--- src/rtl/cc_miss_req_unit.sv ---
// Miss request unit: one 8x64 WRAP AR burst per accepted miss, address queued FWFT for the fill stage.
// AR valid the cycle after accept; accept stalls while an AR is pending or the outstanding-miss FIFO is full.

module cc_miss_addr_fifo #(
  parameter int W         = 32,
  parameter int DEPTH_LG2 = 2
) (
  input  logic                 clk,
  input  logic                 rst,
  input  logic                 push,
  input  logic [W-1:0]         push_data,
  input  logic                 pop,
  output logic [W-1:0]         rdata,
  output logic                 empty,
  output logic                 full
);
  localparam logic [DEPTH_LG2:0] DEPTH = {1'b1, {DEPTH_LG2{1'b0}}};

  logic [W-1:0]         mem [0:(1<<DEPTH_LG2)-1];
  logic [DEPTH_LG2-1:0] wptr;
  logic [DEPTH_LG2-1:0] rptr;
  logic [DEPTH_LG2:0]   count;
  logic                 do_pop;

  // A pop against an empty FIFO is dropped, even when a push lands on the same edge.
  assign do_pop = pop & (count != '0);
  assign empty  = (count == '0);
  assign full   = (count == DEPTH);
  assign rdata  = mem[rptr];

  always_ff @(posedge clk) begin
    if (push) mem[wptr] <= push_data;
  end

  always_ff @(posedge clk) begin
    if (rst) begin
      wptr  <= '0;
      rptr  <= '0;
      count <= '0;
    end else begin
      if (push)   wptr <= wptr + 1'b1;
      if (do_pop) rptr <= rptr + 1'b1;
      case ({push, do_pop})
        2'b10:   count <= count + 1'b1;
        2'b01:   count <= count - 1'b1;
        default: count <= count;
      endcase
    end
  end
endmodule

module cc_miss_req_unit #(
  parameter int FIFO_DEPTH_LG2 = 2
) (
  input  logic        clk,
  input  logic        rst,
  input  logic        miss_req_valid_i,
  input  logic [31:0] miss_req_addr_i,
  output logic        miss_req_ready_o,
  output logic        mem_arvalid_o,
  output logic [31:0] mem_araddr_o,
  output logic [3:0]  mem_arlen_o,
  output logic [2:0]  mem_arsize_o,
  output logic [1:0]  mem_arburst_o,
  input  logic        mem_arready_i,
  input  logic        miss_addr_fifo_rden_i,
  output logic [31:0] miss_addr_fifo_rdata_o,
  output logic        miss_addr_fifo_empty_o,
  output logic        miss_addr_fifo_full_o
);
  typedef enum logic {IDLE, AR_REQ} state_t;

  state_t      state;
  state_t      state_nxt;
  logic        accept;
  logic [31:0] line_addr;
  logic        addr_lsb_unused;

  assign line_addr       = {miss_req_addr_i[31:3], 3'b000};
  assign addr_lsb_unused = ^miss_req_addr_i[2:0];

  assign mem_arlen_o   = 4'd7;
  assign mem_arsize_o  = 3'd3;
  assign mem_arburst_o = 2'b10;

  always_comb begin
    state_nxt        = state;
    miss_req_ready_o = 1'b0;
    mem_arvalid_o    = 1'b0;
    accept           = 1'b0;
    case (state)
      IDLE: begin
        miss_req_ready_o = !miss_addr_fifo_full_o && !rst;
        accept           = miss_req_valid_i && miss_req_ready_o;
        if (accept) state_nxt = AR_REQ;
      end
      AR_REQ: begin
        mem_arvalid_o = 1'b1;
        if (mem_arready_i) state_nxt = IDLE;
      end
      default: state_nxt = IDLE;
    endcase
  end

  // Reset overrides a pending AR; the memory side never saw a handshake.
  always_ff @(posedge clk) begin
    if (rst) begin
      state        <= IDLE;
      mem_araddr_o <= '0;
    end else begin
      state <= state_nxt;
      if (accept) mem_araddr_o <= line_addr;
    end
  end

  cc_miss_addr_fifo #(
    .W         (32),
    .DEPTH_LG2 (FIFO_DEPTH_LG2)
  ) u_fifo (
    .clk       (clk),
    .rst       (rst),
    .push      (accept),
    .push_data (line_addr),
    .pop       (miss_addr_fifo_rden_i),
    .rdata     (miss_addr_fifo_rdata_o),
    .empty     (miss_addr_fifo_empty_o),
    .full      (miss_addr_fifo_full_o)
  );
endmodule

--- config.mk ---
export PLATFORM = sky130hd
export DESIGN_NAME = cc_miss_req_unit
export DESIGN_NICKNAME = d
export VERILOG_FILES = /design/src/rtl/cc_miss_req_unit.sv
export SDC_FILE = /design/constraint.sdc
export NUM_CORES = 1
export LEC_CHECK = 0
export CORE_MARGIN = 3
export CORE_UTILIZATION = 55
export DETAILED_ROUTE_END_ITERATION = 7
export DONT_BUFFER_PORTS = 1
export GPL_ROUTABILITY_DRIVEN = 0
export PLACE_DENSITY = 0.75
export SLEW_MARGIN = 20
export SYNTH_ARGS = -nofsm -noshare
export SYNTH_HDL_FRONTEND = slang
export SYNTH_HIERARCHICAL = 1
export SYNTH_SLANG_ARGS = --single-unit
--- constraint.sdc ---
create_clock -name clk -period 6.9 [get_ports clk]
set_input_delay 0.69 -clock clk [delete_from_list [all_inputs] [get_ports clk]]
set_output_delay 0.69 -clock clk [all_outputs]
set_load 0.02 [all_outputs]
==> results.md <==
* R2R Setup Slk at 4.26 ns
* Synth area leader: edfxtp_1
* F_max at 339 MHz
* Peak VDD IR at around 0.23 mV
* Core ar. at around 0.012 mm^2
* FF-to-FF path depth at 4
* Port bufs at 0
* Residual DRC at 0
* Post-route ant nets at 0
* CP max-delay cell: mux4_1
* Mapped cell area at approximately 0.0066 mm^2
* RSZ-0062 raised after global routing: no
* Clock Skew at ~0.0056 ns
* Pwr Density at between 300 and 400 mW/mm^2
* Worst path buffer plus inverter count at 1
* Post-synth top cells: edfxtp_1 (128), nand2b_1 (58), dfxtp_1 (39)
* Worst slew margin at between 30% and 40%
* TritonCTS clock tree: built
* Die Ht at ~120 um
* Main synth FF type: edfxtp_1
* DP Worst Slack at 3.83 ns
* Antenna cells at 0
* RR Endpoint: u_fifo/mem[3][7]
* FF+latch count, synth at 167
* Routed WL at around 11000 um
* Fin area at between 0.007 and 0.008 mm^2
* GRT Residual Overflow at 0
* CP Capture Type: primary output
* Clock transition at path regs at ~0.060 ns
* Least-Margin Pin Slew at 0.924 ns
* Number of flops mapped to enable cells by yosys at about 130
* Vias at 2964
* Outcome: complete, no violations
* Nets at roughly 420
* Via density at roughly 5.6
* Share of the yosys chip area belonging to registers at around 70%
* Netlist cell types at 31
* Static Leak at 2.42 nW
* Clock Tree Buf Depth at 2
* H-tree levels at 4
* Die area at 0.0133 mm^2
* Max FO, Critical Path at 19
* CTS root buffer: clkbuf_16
* Syn avg cell area at 18.2 um^2
* Critical path class: reg -> out
* WHS Endpoint: u_fifo/count[2]
* Cts hold-fix bufs at 0
* Setup Fix Bufs, Post-CTS at 0
* Data required, critical path at a little over 6 ns
* Most common cell in the synthesized netlist: edfxtp_1
* Final Hold Vio Count at 0
* Async set-or-reset flop fraction in the synthesized netlist at 0%
* I/O Pins at about 110
* Initial Utilization at 56.9%
* Max Cap Viol at 0
* Layout area overhead at 10.1%
* Detailed router's first-iteration violation count at around 150
* Yosys warning count at 6
* Hold path cells at 1
* DRT Pass-1 Iters at 4
* Largest delay share family, worst path: multiplexers
* Top cells by area, synth: edfxtp_1 (58%), dfxtp_1 (12%), mux4_2 (10%), nand2b_1 (5.5%), mux2i_1 (4.6%)
* Worst path arrival time at ~2.3 ns
* DP Area at ~0.0066 mm^2
* Vias in the first global route at 3168
* Worst Hold Class: in -> reg
* Number of antenna violations at the first check in global routing at 0
* All-Layer GR Usage at 18.1%
* Post-DR wirelength/cell at slightly above 20 um
* Overall power at approximately 0.0026 W
* CP Launch Type: flip-flop
* Setup_tns at 0 ns
* Crit path time final at approximately 3.0 ns
* Dpl hpwl at 6470 um
* Sink Count at 167
* Worst-path cell chain: buf_4 -> mux4_1
* Share of cells above drive strength 1 at between 10% and 20%
* Mapped Cells at approximately 360
* Worst skew pair latency at 0.42 ns
* Horiz. Die Dim at between 100 and 150 um
* Worst path max stage delay at between 0.7 and 0.8 ns
* Pin count of the biggest net entering global routing at 70
* CTS Buf Count at 17
* Number of max-slew violations in the final report at 0
* Cts repair resizes at 0
* Yosys top cell area share at about three fifths
* Row count at 39
* First-pass GRT wire length at approximately 17000 um
* Setup WS post-layout at 3.95 ns
* Final Cycle Share at a little over two fifths
* R2r startpoint: u_fifo/count[0]
* Hold path startpoint: rst
* Final setup vio count at 0
placed cells by master (no fill, tap or decap), drive strengths merged, types with 3 or more instances in the layout:
| cell type | count |
|---|---|
| ha | 5 |
| bufinv | 4 |
| clkinvlp | 5 |
| clkbuf | 20 |
| and2 | 4 |
| inv | 7 |
| clkinv | 3 |
| mux4 | 32 |
| dfxtp | 39 |
| mux2i | 30 |
| nor2 | 7 |
| a21oi | 3 |
| conb | 24 |
| edfxtp | 128 |
| nand2b | 58 |
| xor2 | 3 |
logic make-up (layout without fill, tap and decap cells):
family / count (synthesis) / after routing / share of synthesized area [%]
XOR/XNOR: 4 / 4 / 0.533
multiplexers: 62 / 62 / 15.6
other: 2 / 24 / 0.114
flip-flops: 167 / 167 / 70.3
AO/OA/AOI/OAI: 7 / 7 / 0.647
AND/OR/NAND/NOR: 78 / 78 / 7.34
adder cells (fa/ha/maj): 6 / 6 / 1.26
buffers and inverters: 36 / 41 / 4.17
final cells by class:
| class | instances | area [um^2] |
|---|---|---|
| clock inverter | 12 | 176 |
| inverter | 7 | 26.3 |
| fill | 798 | 4320 |
| tap | 143 | 179 |
| timing repair buffer | 2 | 15.0 |
| clock buffer | 20 | 447 |
| multi-input combinational | 181 | 1770 |
| sequential | 167 | 4630 |
state kept, by name, summed over array words and instances, names as in the netlist, named ones only:
name	cells
state	1
mem_araddr_o	29
u_fifo/count	3
u_fifo/mem	128
u_fifo/wptr	2
u_fifo/rptr	2
through the flow:
stage,hold WS [ns],utilization [%],std cells
global route,0.308,62.6,532
finish,0.341,62.6,532
floorplan,0.459,-,384
global placement,0.452,57.2,500
CTS,0.309,62.6,532
detailed placement,0.483,57.2,500
power by group:
part / total (W) / internal, W / switching, W
sequential: 0.00121 / 0.00114 / 0.0000754
combinational: 0.000384 / 0.000162 / 0.000222
clock: 0.000979 / 0.000614 / 0.000365
total: 0.00258 / 0.00191 / 0.000663
worst register-to-register path, stage by stage (launching register included):
cell,delay (ns)
dfxtp_1,0.39
inv_1,0.09
and3_1,0.30
nor4b_2,0.58
and2_2,0.89
worst max-delay path by stage:
| stage | startpoint | endpoint | cells past startpoint |
|---|---|---|---|
| after CTS | u_fifo/count[0] | u_fifo/mem[2][2] | 4 |
| after global placement | u_fifo/count[0] | u_fifo/mem[3][8] | 4 |
| after detailed placement | u_fifo/count[0] | u_fifo/mem[2][10] | 4 |
| final | flip-flop | miss_addr_fifo_rdata_o[21] | 2 |
| after floorplan | rst | u_fifo/mem[0][0] | 3 |
| after global routing | flip-flop | miss_addr_fifo_rdata_o[21] | 2 |
per-layer routing:
metal / routed length (um) / GRT usage, %
met5: 0 / 0
met4: 238 / 8.69
met3: 705 / 6.37
met2: 5560 / 28.7
met1: 4330 / 22.3
Power figures use the tool's default switching activity.
==> variant: new RTL, same flow settings <==
Reset style: asynchronous (`rst`), changed in 2 clocked blocks.
--- a/src/rtl/cc_miss_req_unit.sv
+++ b/src/rtl/cc_miss_req_unit.sv
@@ -34,3 +34,3 @@
 
-  always_ff @(posedge clk) begin
+  always_ff @(posedge clk or posedge rst) begin
     if (rst) begin
@@ -105,3 +105,3 @@
   // Reset overrides a pending AR; the memory side never saw a handshake.
-  always_ff @(posedge clk) begin
+  always_ff @(posedge clk or posedge rst) begin
     if (rst) begin
Formal check against the unedited RTL: differs if rst is asserted again (counterexample within 4 cycles, from zero or initial values and one cycle with rst high); with rst held inactive, the same outputs for 10 cycles.
==> variant against the unedited design <==
Critical path depth is the same; highest routed layer unchanged; worst setup slack improved by 0.17 ns; routed wire length fell by 7.5%; sequential cell count down 2; combinational power increased by 77%; sequential share of layout area increased by 4.0 points; area after synthesis decreased by 3.8%; power up 22%; cell area down 2.9%; via count down 12%; utilization grew 1.1 points; critical path type unchanged.
==> variant: results (changes against the unedited design) <==
| Metric | Value |
|---|---|
| DP Area | 0.00640 mm2 (-3.2%) |
| Post-DP HPWL | 5900 um (-8.8%) |
| Final nets | 352 (-16%) |
| HP Class | in2async |
| Leak Pwr | 0.00248 uW (+2.4%) |
| Top area cells in the synthesized netlist | edfxtp_1 (61%), dfrtp_1 (15%), mux4_2 (10%) |
| PortBufs | 0 (unchanged) |
| M1 GR Usage | 21.5% (-0.72 points) |
| Critical path's largest stage delay | 0.79 ns (+0.04 ns) |
| Fraction of layout cells with a size suffix above 1 | 28.0% (+9.7 points) |
| Initial detailed-routing violation count | 187 (+24%) |
| Largest net degree at the start of global routing | 35 (-50%) |
| Final Skew | 0.00643 ns (+0.000868 ns) |
| Critical R2R Launch | u_fifo/count[0] |
| Vias | 2603 (-12%) |
| Crit path DAT | 2.09 ns (-0.17 ns) |
| Worst-path fanout max | 34 (+15) |
| R2r worst-path depth | 9 (+5) |
| Async SR Flop Fraction | 22.4% (+22 points) |
| Pre-CTS setup slack | 3.61 ns (-0.219 ns) |
| Synth cell count leaders | edfxtp_1 (128), dfrtp_1 (37), mux4_2 (28) |
| Placed cells | 429 (-14%) |
| FF-to-FF setup slack | 4.18 ns (-0.08 ns) |
| Wire per inst | 21.7 um (+6.5%) |
| Vias in the first global route | 2852 (-10%) |
| Mapped Cells | 287 (-21%) |
| Total track usage | 17.1% (-0.98 points) |
| DR vias/cell | 5.63 (+1.1%) |
| Fillcell total | 766 (-4.0%) |
| Met3 GRT Util | 5.45% (-0.91 points) |
| Run status | complete, no violations |
| Peak supply drop | 249 uV (+6.0%) |
| Met2 Track Usage GR | 27.4% (-1.2 points) |
| Worst Tran Pin Value | 0.951 ns (+0.0264 ns) |
| Worst setup endpoint | miss_addr_fifo_rdata_o[31] |
| Sequential area share after synthesis | 75.4% (+5.0 points) |
## variant: cell count changes after synthesis, moves of 6 or more
cell	unedited run	this run
clkbuf_1	7	1
dfrtp_1	0	37
dfxtp_1	39	0
mux2_2	0	27
mux2i_1	30	1
nand2b_1	58	0
nor2_1	7	1
## variant: layout make-up
| cell class | instances | share of cell area [%] |
|---|---|---|
| Inverter | 9 | 0.480 |
| Clock inverter | 5 | 1.76 |
| Clock buffer | 27 | 7.01 |
| Tap cell | 140 | 2.49 |
| Multi-Input combinational cell | 112 | 19.9 |
| Sequential cell | 165 | 67.8 |
| Timing Repair Buffer | 4 | 0.516 |
## variant: cell families (layout without fill, tap and decap cells)
| group | after synthesis | after routing | synth area share, % |
|---|---|---|---|
| xor gates and xnor gates | 6 | 6 | 0.830 |
| adders and majority gates | 6 | 6 | 1.30 |
| other | 2 | 24 | 0.119 |
| buffers and inverters | 32 | 45 | 3.91 |
| AOI/OAI and AO/OA | 3 | 3 | 0.336 |
| muxes | 62 | 62 | 16.9 |
| and+or+nand+nor | 11 | 11 | 1.21 |
| DFF | 165 | 165 | 75.4 |
## variant: how the worst min path moves through the flow
stage / cells after the start / slack (ns) / end / start
detailed placement: 1 / 0.52 / u_fifo/count[2] / u_fifo/count[2]
global placement: 1 / 0.51 / u_fifo/count[0] / u_fifo/count[0]
CTS: 1 / 0.09 / u_fifo/count[0] / rst
finish: 1 / 0.1 / u_fifo/count[0] / rst
floorplan: 1 / 0.48 / u_fifo/count[2] / u_fifo/count[2]
global route: 1 / 0.10 / u_fifo/count[0] / rst
## variant: layer usage
layer  part of all wire [%]  wire length [um]
met4                    1.4               142
met2                     52              5240
met1                     41              4110
met3                    5.2               519
met5                      0                 0
## variant: power by group
group          internal [uW]  switching [uW]
Sequential              1250             239
Combinational            292             390
Clock                    634             338
